`src/rtl/rv32_pkg.sv`:
```
// Shared RV32 front-end definitions: fetch FSM states and common encodings.
package rv32_pkg;

    typedef enum logic [1:0] {
        FETCH_REQ   = 2'd0,
        FETCH_WAIT  = 2'd1,
        FETCH_HOLD  = 2'd2,
        FETCH_DRAIN = 2'd3
    } fetch_state_e;

    localparam logic [31:0] NOP_INSTR  = 32'h0000_0013;
    localparam logic [31:0] INSTR_STEP = 32'd4;

    function automatic logic is_misaligned(input logic [31:0] addr);
        return addr[1:0] != 2'b00;
    endfunction

endpackage

```
`src/rtl/fetch_hold_reg.sv`:
```
// One-entry valid/ready holding register presenting a fetched pc/instr pair to IF/ID.
module fetch_hold_reg
    import rv32_pkg::*;
(
    input  logic        clk,
    input  logic        rst_n,
    input  logic        load_i,
    input  logic        clear_i,
    input  logic [31:0] pc_i,
    input  logic [31:0] instr_i,
    input  logic        ready_i,
    output logic        valid_o,
    output logic [31:0] pc_o,
    output logic [31:0] instr_o
);

    logic        valid_q;
    logic [31:0] pc_q;
    logic [31:0] instr_q;

    // A squash leaves a NOP behind so a stale word never looks like real data.
    always_ff @(posedge clk or negedge rst_n) begin
        if (!rst_n) begin
            valid_q <= 1'b0;
            pc_q    <= 32'h0;
            instr_q <= 32'h0;
        end else if (clear_i) begin
            valid_q <= 1'b0;
            instr_q <= NOP_INSTR;
        end else if (load_i) begin
            valid_q <= 1'b1;
            pc_q    <= pc_i;
            instr_q <= instr_i;
        end else if (ready_i) begin
            valid_q <= 1'b0;
        end
    end

    assign valid_o = valid_q;
    assign pc_o    = pc_q;
    assign instr_o = instr_q;

endmodule

```
`src/rtl/pc_fetch_ctrl.sv`:
```
// Instruction fetch controller: one outstanding imem request, redirect/trap squash, hold for IF/ID.
module pc_fetch_ctrl
    import rv32_pkg::*;
#(
    parameter logic [31:0] RESET_PC = 32'h0000_0000,
    parameter logic [31:0] TRAP_PC  = 32'h0000_0000
) (
    input  logic        clk,
    input  logic        rst_n,
    input  logic        stall,
    input  logic        redirect_valid,
    input  logic [31:0] redirect_pc,
    input  logic        trap,
    output logic        imem_req,
    output logic [31:0] imem_addr,
    input  logic        imem_gnt,
    input  logic        imem_rvalid,
    input  logic [31:0] imem_rdata,
    output logic        if_valid,
    output logic [31:0] if_pc,
    output logic [31:0] if_instr,
    input  logic        if_ready,
    output logic        flush,
    output logic        misalign
);

    fetch_state_e state_q, state_d;
    logic [31:0]  pc_q, pc_d;
    logic [31:0]  fetch_pc_q, fetch_pc_d;
    logic         flush_q, flush_d;
    logic         misalign_q, misalign_d;
    logic         kill;
    logic         bad_redirect;
    logic [31:0]  kill_pc;
    logic         granted;
    logic         load;

    always_comb begin
        bad_redirect = redirect_valid && !trap && is_misaligned(redirect_pc);
        kill         = trap || redirect_valid;
        kill_pc      = (trap || bad_redirect) ? TRAP_PC : redirect_pc;
    end

    // HOLD may launch the next fetch in the same cycle IF/ID takes the current one.
    always_comb begin
        imem_req = rst_n && !stall &&
                   ((state_q == FETCH_REQ) || ((state_q == FETCH_HOLD) && if_ready));
        granted  = imem_req && imem_gnt;
    end

    always_comb begin
        state_d    = state_q;
        pc_d       = pc_q;
        fetch_pc_d = fetch_pc_q;
        load       = 1'b0;
        flush_d    = kill;
        misalign_d = bad_redirect;

        if (granted) begin
            fetch_pc_d = pc_q;
        end

        case (state_q)
            FETCH_REQ: begin
                if (granted) begin
                    state_d = kill ? FETCH_DRAIN : FETCH_WAIT;
                end
            end
            FETCH_WAIT: begin
                if (imem_rvalid) begin
                    state_d = kill ? FETCH_REQ : FETCH_HOLD;
                    load    = !kill;
                end else if (kill) begin
                    state_d = FETCH_DRAIN;
                end
            end
            FETCH_HOLD: begin
                if (granted) begin
                    state_d = kill ? FETCH_DRAIN : FETCH_WAIT;
                end else if (if_ready || kill) begin
                    state_d = FETCH_REQ;
                end
            end
            FETCH_DRAIN: begin
                if (imem_rvalid) begin
                    state_d = FETCH_REQ;
                end
            end
            default: state_d = FETCH_REQ;
        endcase

        if (kill) begin
            pc_d = kill_pc;
        end else if (granted) begin
            pc_d = pc_q + INSTR_STEP;
        end
    end

    always_ff @(posedge clk or negedge rst_n) begin
        if (!rst_n) begin
            state_q    <= FETCH_REQ;
            pc_q       <= RESET_PC;
            fetch_pc_q <= RESET_PC;
            flush_q    <= 1'b0;
            misalign_q <= 1'b0;
        end else begin
            state_q    <= state_d;
            pc_q       <= pc_d;
            fetch_pc_q <= fetch_pc_d;
            flush_q    <= flush_d;
            misalign_q <= misalign_d;
        end
    end

    fetch_hold_reg u_hold (
        .clk     (clk),
        .rst_n   (rst_n),
        .load_i  (load),
        .clear_i (kill),
        .pc_i    (fetch_pc_q),
        .instr_i (imem_rdata),
        .ready_i (if_ready),
        .valid_o (if_valid),
        .pc_o    (if_pc),
        .instr_o (if_instr)
    );

    assign imem_addr = pc_q;
    assign flush     = flush_q;
    assign misalign  = misalign_q;

endmodule

```
`config.mk`:
```
export PLATFORM = sky130hd
export DESIGN_NAME = pc_fetch_ctrl
export DESIGN_NICKNAME = d
export VERILOG_FILES = /design/src/rtl/rv32_pkg.sv /design/src/rtl/fetch_hold_reg.sv /design/src/rtl/pc_fetch_ctrl.sv
export SDC_FILE = /design/constraint.sdc
export NUM_CORES = 1
export LEC_CHECK = 0
export ABC_AREA = 0
export CORE_MARGIN = 5
export CORE_UTILIZATION = 32
export DETAILED_ROUTE_END_ITERATION = 7
export DONT_BUFFER_PORTS = 1
export SKIP_CTS_REPAIR_TIMING = 1
export SLEW_MARGIN = 20
export SYNTH_ARGS = -nofsm -noshare
export SYNTH_HDL_FRONTEND = slang
export SYNTH_SLANG_ARGS = --single-unit
export TNS_END_PERCENT = 10
```
`constraint.sdc`:
```
create_clock -name clk -period 2.03 [get_ports clk]
set_input_delay 0.406 -clock clk [delete_from_list [all_inputs] [get_ports clk]]
set_output_delay 0.406 -clock clk [all_outputs]
set_load 0.03 [all_outputs]
```
==> metrics.md <==
| Metric | Value |
|---|---|
| Worst Setup Start Kind | `register` |
| Clock Latency Late Sink | `420 ps` |
| Root Buffer | `clkbuf_16` |
| Post-layout min period | `between 1500 and 2000 ps` |
| Most common cell after layout, fill and taps aside | `nand2_1` |
| Synthesized area | `5910 um^2` |
| Worst-Margin Slew | `approximately 470 ps` |
| Endpoints failing hold | `133` |
| Placed cell count | `870` |
| H-tree levels | `4` |
| TritonCTS clock tree | `done` |
| Placeable Area | `approximately 18,000 um^2` |
| Fillers | `roughly 1.8k` |
| Power Dens Cells | `893 nW/um^2` |
| Longest Clk Path Bufs | `2` |
| Global-route usage over all layers | `16.2%` |
| Hold crit path type | `in -> async` |
| Setup CP Type | `reg -> reg` |
| Hpwl dp | `between 10 and 15 mm` |
| DR vias | `4,747` |
| Die ar. | `21,300 um^2` |
| Die Wd | `146 um` |
| Nets | `about 730` |
| Reg-to-Reg End | `imem_addr[29]$_DFFE_PN0P_` |
| Worst Path Max Fanout | `6` |
| Violated checks | `hold timing` |
| # IOs | `172` |
| Seq cells post-synth | `133` |
| Critical Path Sink Type | `register` |
| Distinct cell type count after synthesis | `51` |
| DRC violation total after the first TritonRoute iteration | `281` |
| Max_slew headroom | `68.9%` |
| Gp weighted congestion | `~0.85` |
| Fmax | `519 MHz` |
| Avg Cell Area, Syn | `9.53 um^2` |
| Antenna Violating Nets Remaining | `0` |
| Pin count of the biggest net entering global routing | `136` |
| CTS Buf Count | `17` |
| DRC violations left | `0` |
| Seq/Total Area, Yosys | `a little under three fifths` |
| Setup TNS | `0 ps` |
| Gate Count Post-Synth | `620` |
| Mapped Nets | `693` |
| Max-cap violations | `0` |
| Routed vias/inst | `5.26` |
| Area grow syn2layout | `21.8%` |
| WL per Instance | `18.9 um` |
| Setup violations, final | `0` |
| Final instance area | `a little over 7000 um^2` |
| Layout Cells excl Fill | `903` |
| Synth warn | `0` |
| Outcome | `complete, but fails checks` |
| Clock skew | `8.96 ps` |
| VDD IR max | `0.000525 V` |
| FF-to-FF Start | `imem_addr[5]$_DFFE_PN0P_` |
| WP data arrival | `around 2200 ps` |
| Port buffer count | `0` |
| Share of post-route cells with drive strength above 1 | `a little over a fifth` |
| Unrepaired setup endpoints after global routing | `true` |
| Final core occ | `about two fifths` |
| Asr flop ratio synth | `between 90% and 100%` |
| Number of global-route vias before repair | `around 5k` |
| Post-synth EDFFs | `0` |
| Top FF cell, synth | `dfrtp_1` |
| Die height | `146 um` |
| Initial antenna violation count | `2` |
| R2r worst-path depth | `5` |
| First-pass GRT wire length | `about 27 mm` |
| TritonRoute pass-1 iters | `5` |
| Static Leak | `3.28 nW` |
| CTS clock-pin slew for the worst setup and hold paths | `60 ps` |
| Worst setup path endpoint | `imem_addr[29]$_DFFE_PN0P_` |
| GRT Residual Overflow | `0` |
| Total detailed-routing wirelength | `~17 mm` |
| Most frequent cells in the layout | `nand2_1, dfrtp_1, a21oi_1, buf_4, mux2_2` |
| Fin Hold WS | `-313 ps` |
| TritonCTS Sinks | `133` |
| CP Data Required Time | `2340 ps` |
| Initial Util | `32.7%` |
| Crit. Startpoint | `imem_addr[5]$_DFFE_PN0P_` |
| Row cnt | `49` |
| Slew Limit Fails | `0` |
| Flop2flop setup slack | `100 ps` |
| Post-DP Area | `6530 um^2` |
| Period utilization | `between 90% and 100%` |
synth_stat cells (7+ instances only):
| cell type | number | area [um^2] |
|---|---|---|
| a21oi_1 | 70 | 350 |
| buf_1 | 8 | 30.0 |
| buf_2 | 15 | 75.1 |
| clkbuf_1 | 15 | 56.3 |
| dfrtp_1 | 133 | 3330 |
| mux2_2 | 32 | 360 |
| nand2_1 | 198 | 743 |
| nand3_1 | 17 | 85.1 |
| nand4_1 | 7 | 43.8 |
| nor2_1 | 17 | 63.8 |
| o21ai_0 | 21 | 105 |
how the worst min path moves through the flow:
| stage | start | to | slack, ps | cells past startpoint |
|---|---|---|---|---|
| finish | rst_n | fetch_pc_q[12]$_DFFE_PN0P_ | -310 | 0 |
| global route | rst_n | u_hold.pc_o[13]$_DFFE_PN0P_ | -340 | 0 |
| CTS | rst_n | u_hold.pc_o[17]$_DFFE_PN0P_ | -340 | 0 |
| detailed placement | rst_n | u_hold.pc_o[10]$_DFFE_PN0P_ | 120 | 0 |
| global placement | rst_n | u_hold.pc_o[10]$_DFFE_PN0P_ | 120 | 0 |
| floorplan | rst_n | fetch_pc_q[0]$_DFFE_PN0P_ | 110 | 0 |
cells by family after synthesis:
logic type                 count (synthesis)  share of synthesized area, %
AOI/OAI and AO/OA                        126                          12.9
xor gates and xnor gates                   3                         0.445
adders and majority gates                  1                         0.212
buffers and inverters                     42                          2.98
DFF                                      133                          56.3
muxes                                     33                          6.27
and+or+nand+nor                          282                          20.9
area by class of cell:
cell class | count | area [um^2] | area share (%)
antenna | 1 | 2.50 | 0.0348
clock buffer | 21 | 470 | 6.53
clock inverter | 11 | 174 | 2.42
inverter | 4 | 15.0 | 0.209
multi-input combinational | 445 | 2450 | 34.1
sequential | 133 | 3330 | 46.3
tap | 229 | 287 | 3.98
timing repair buffer | 59 | 468 | 6.50
registers in the layout (all words and copies together) (netlist names):
signal          count
flush               1
u_hold.valid_o      1
state_q             2
u_hold.pc_o        32
fetch_pc_q         32
imem_addr          32
u_hold.instr_o     32
misalign            1
report_power, final:
group          switching [W]  internal, W  total, W
combinational       0.000191     0.000112  0.000303
clock                0.00115      0.00216   0.00330
sequential          0.000111      0.00272   0.00283
total                0.00145      0.00498   0.00643
critical path, cell delays in order, from the launching register on:
cell	delay (ps)
dfrtp_1	380
nand3_2	140
or3_1	470
or4_4	540
o21ai_2	140
o2bb2a_4	160
layer usage:
layer | GRT usage, % | share of wire [%] | up-vias
met5 | 0 | 0.076 | -
met4 | 7.45 | 3.5 | 2
met1 | 18.9 | 40 | 2281
met3 | 7.13 | 9.9 | 41
li1 | - | - | 2214
met2 | 25.6 | 47 | 209
stage by stage:
stage	total power (W)	worst slack (ps)
floorplan	0.00307	24.8
global placement	0.00317	101
detailed placement	0.00318	15.5
CTS	0.00653	2.50
global route	0.00667	-0.304
finish	0.00643	102
(Power assumes the default switching activity.)
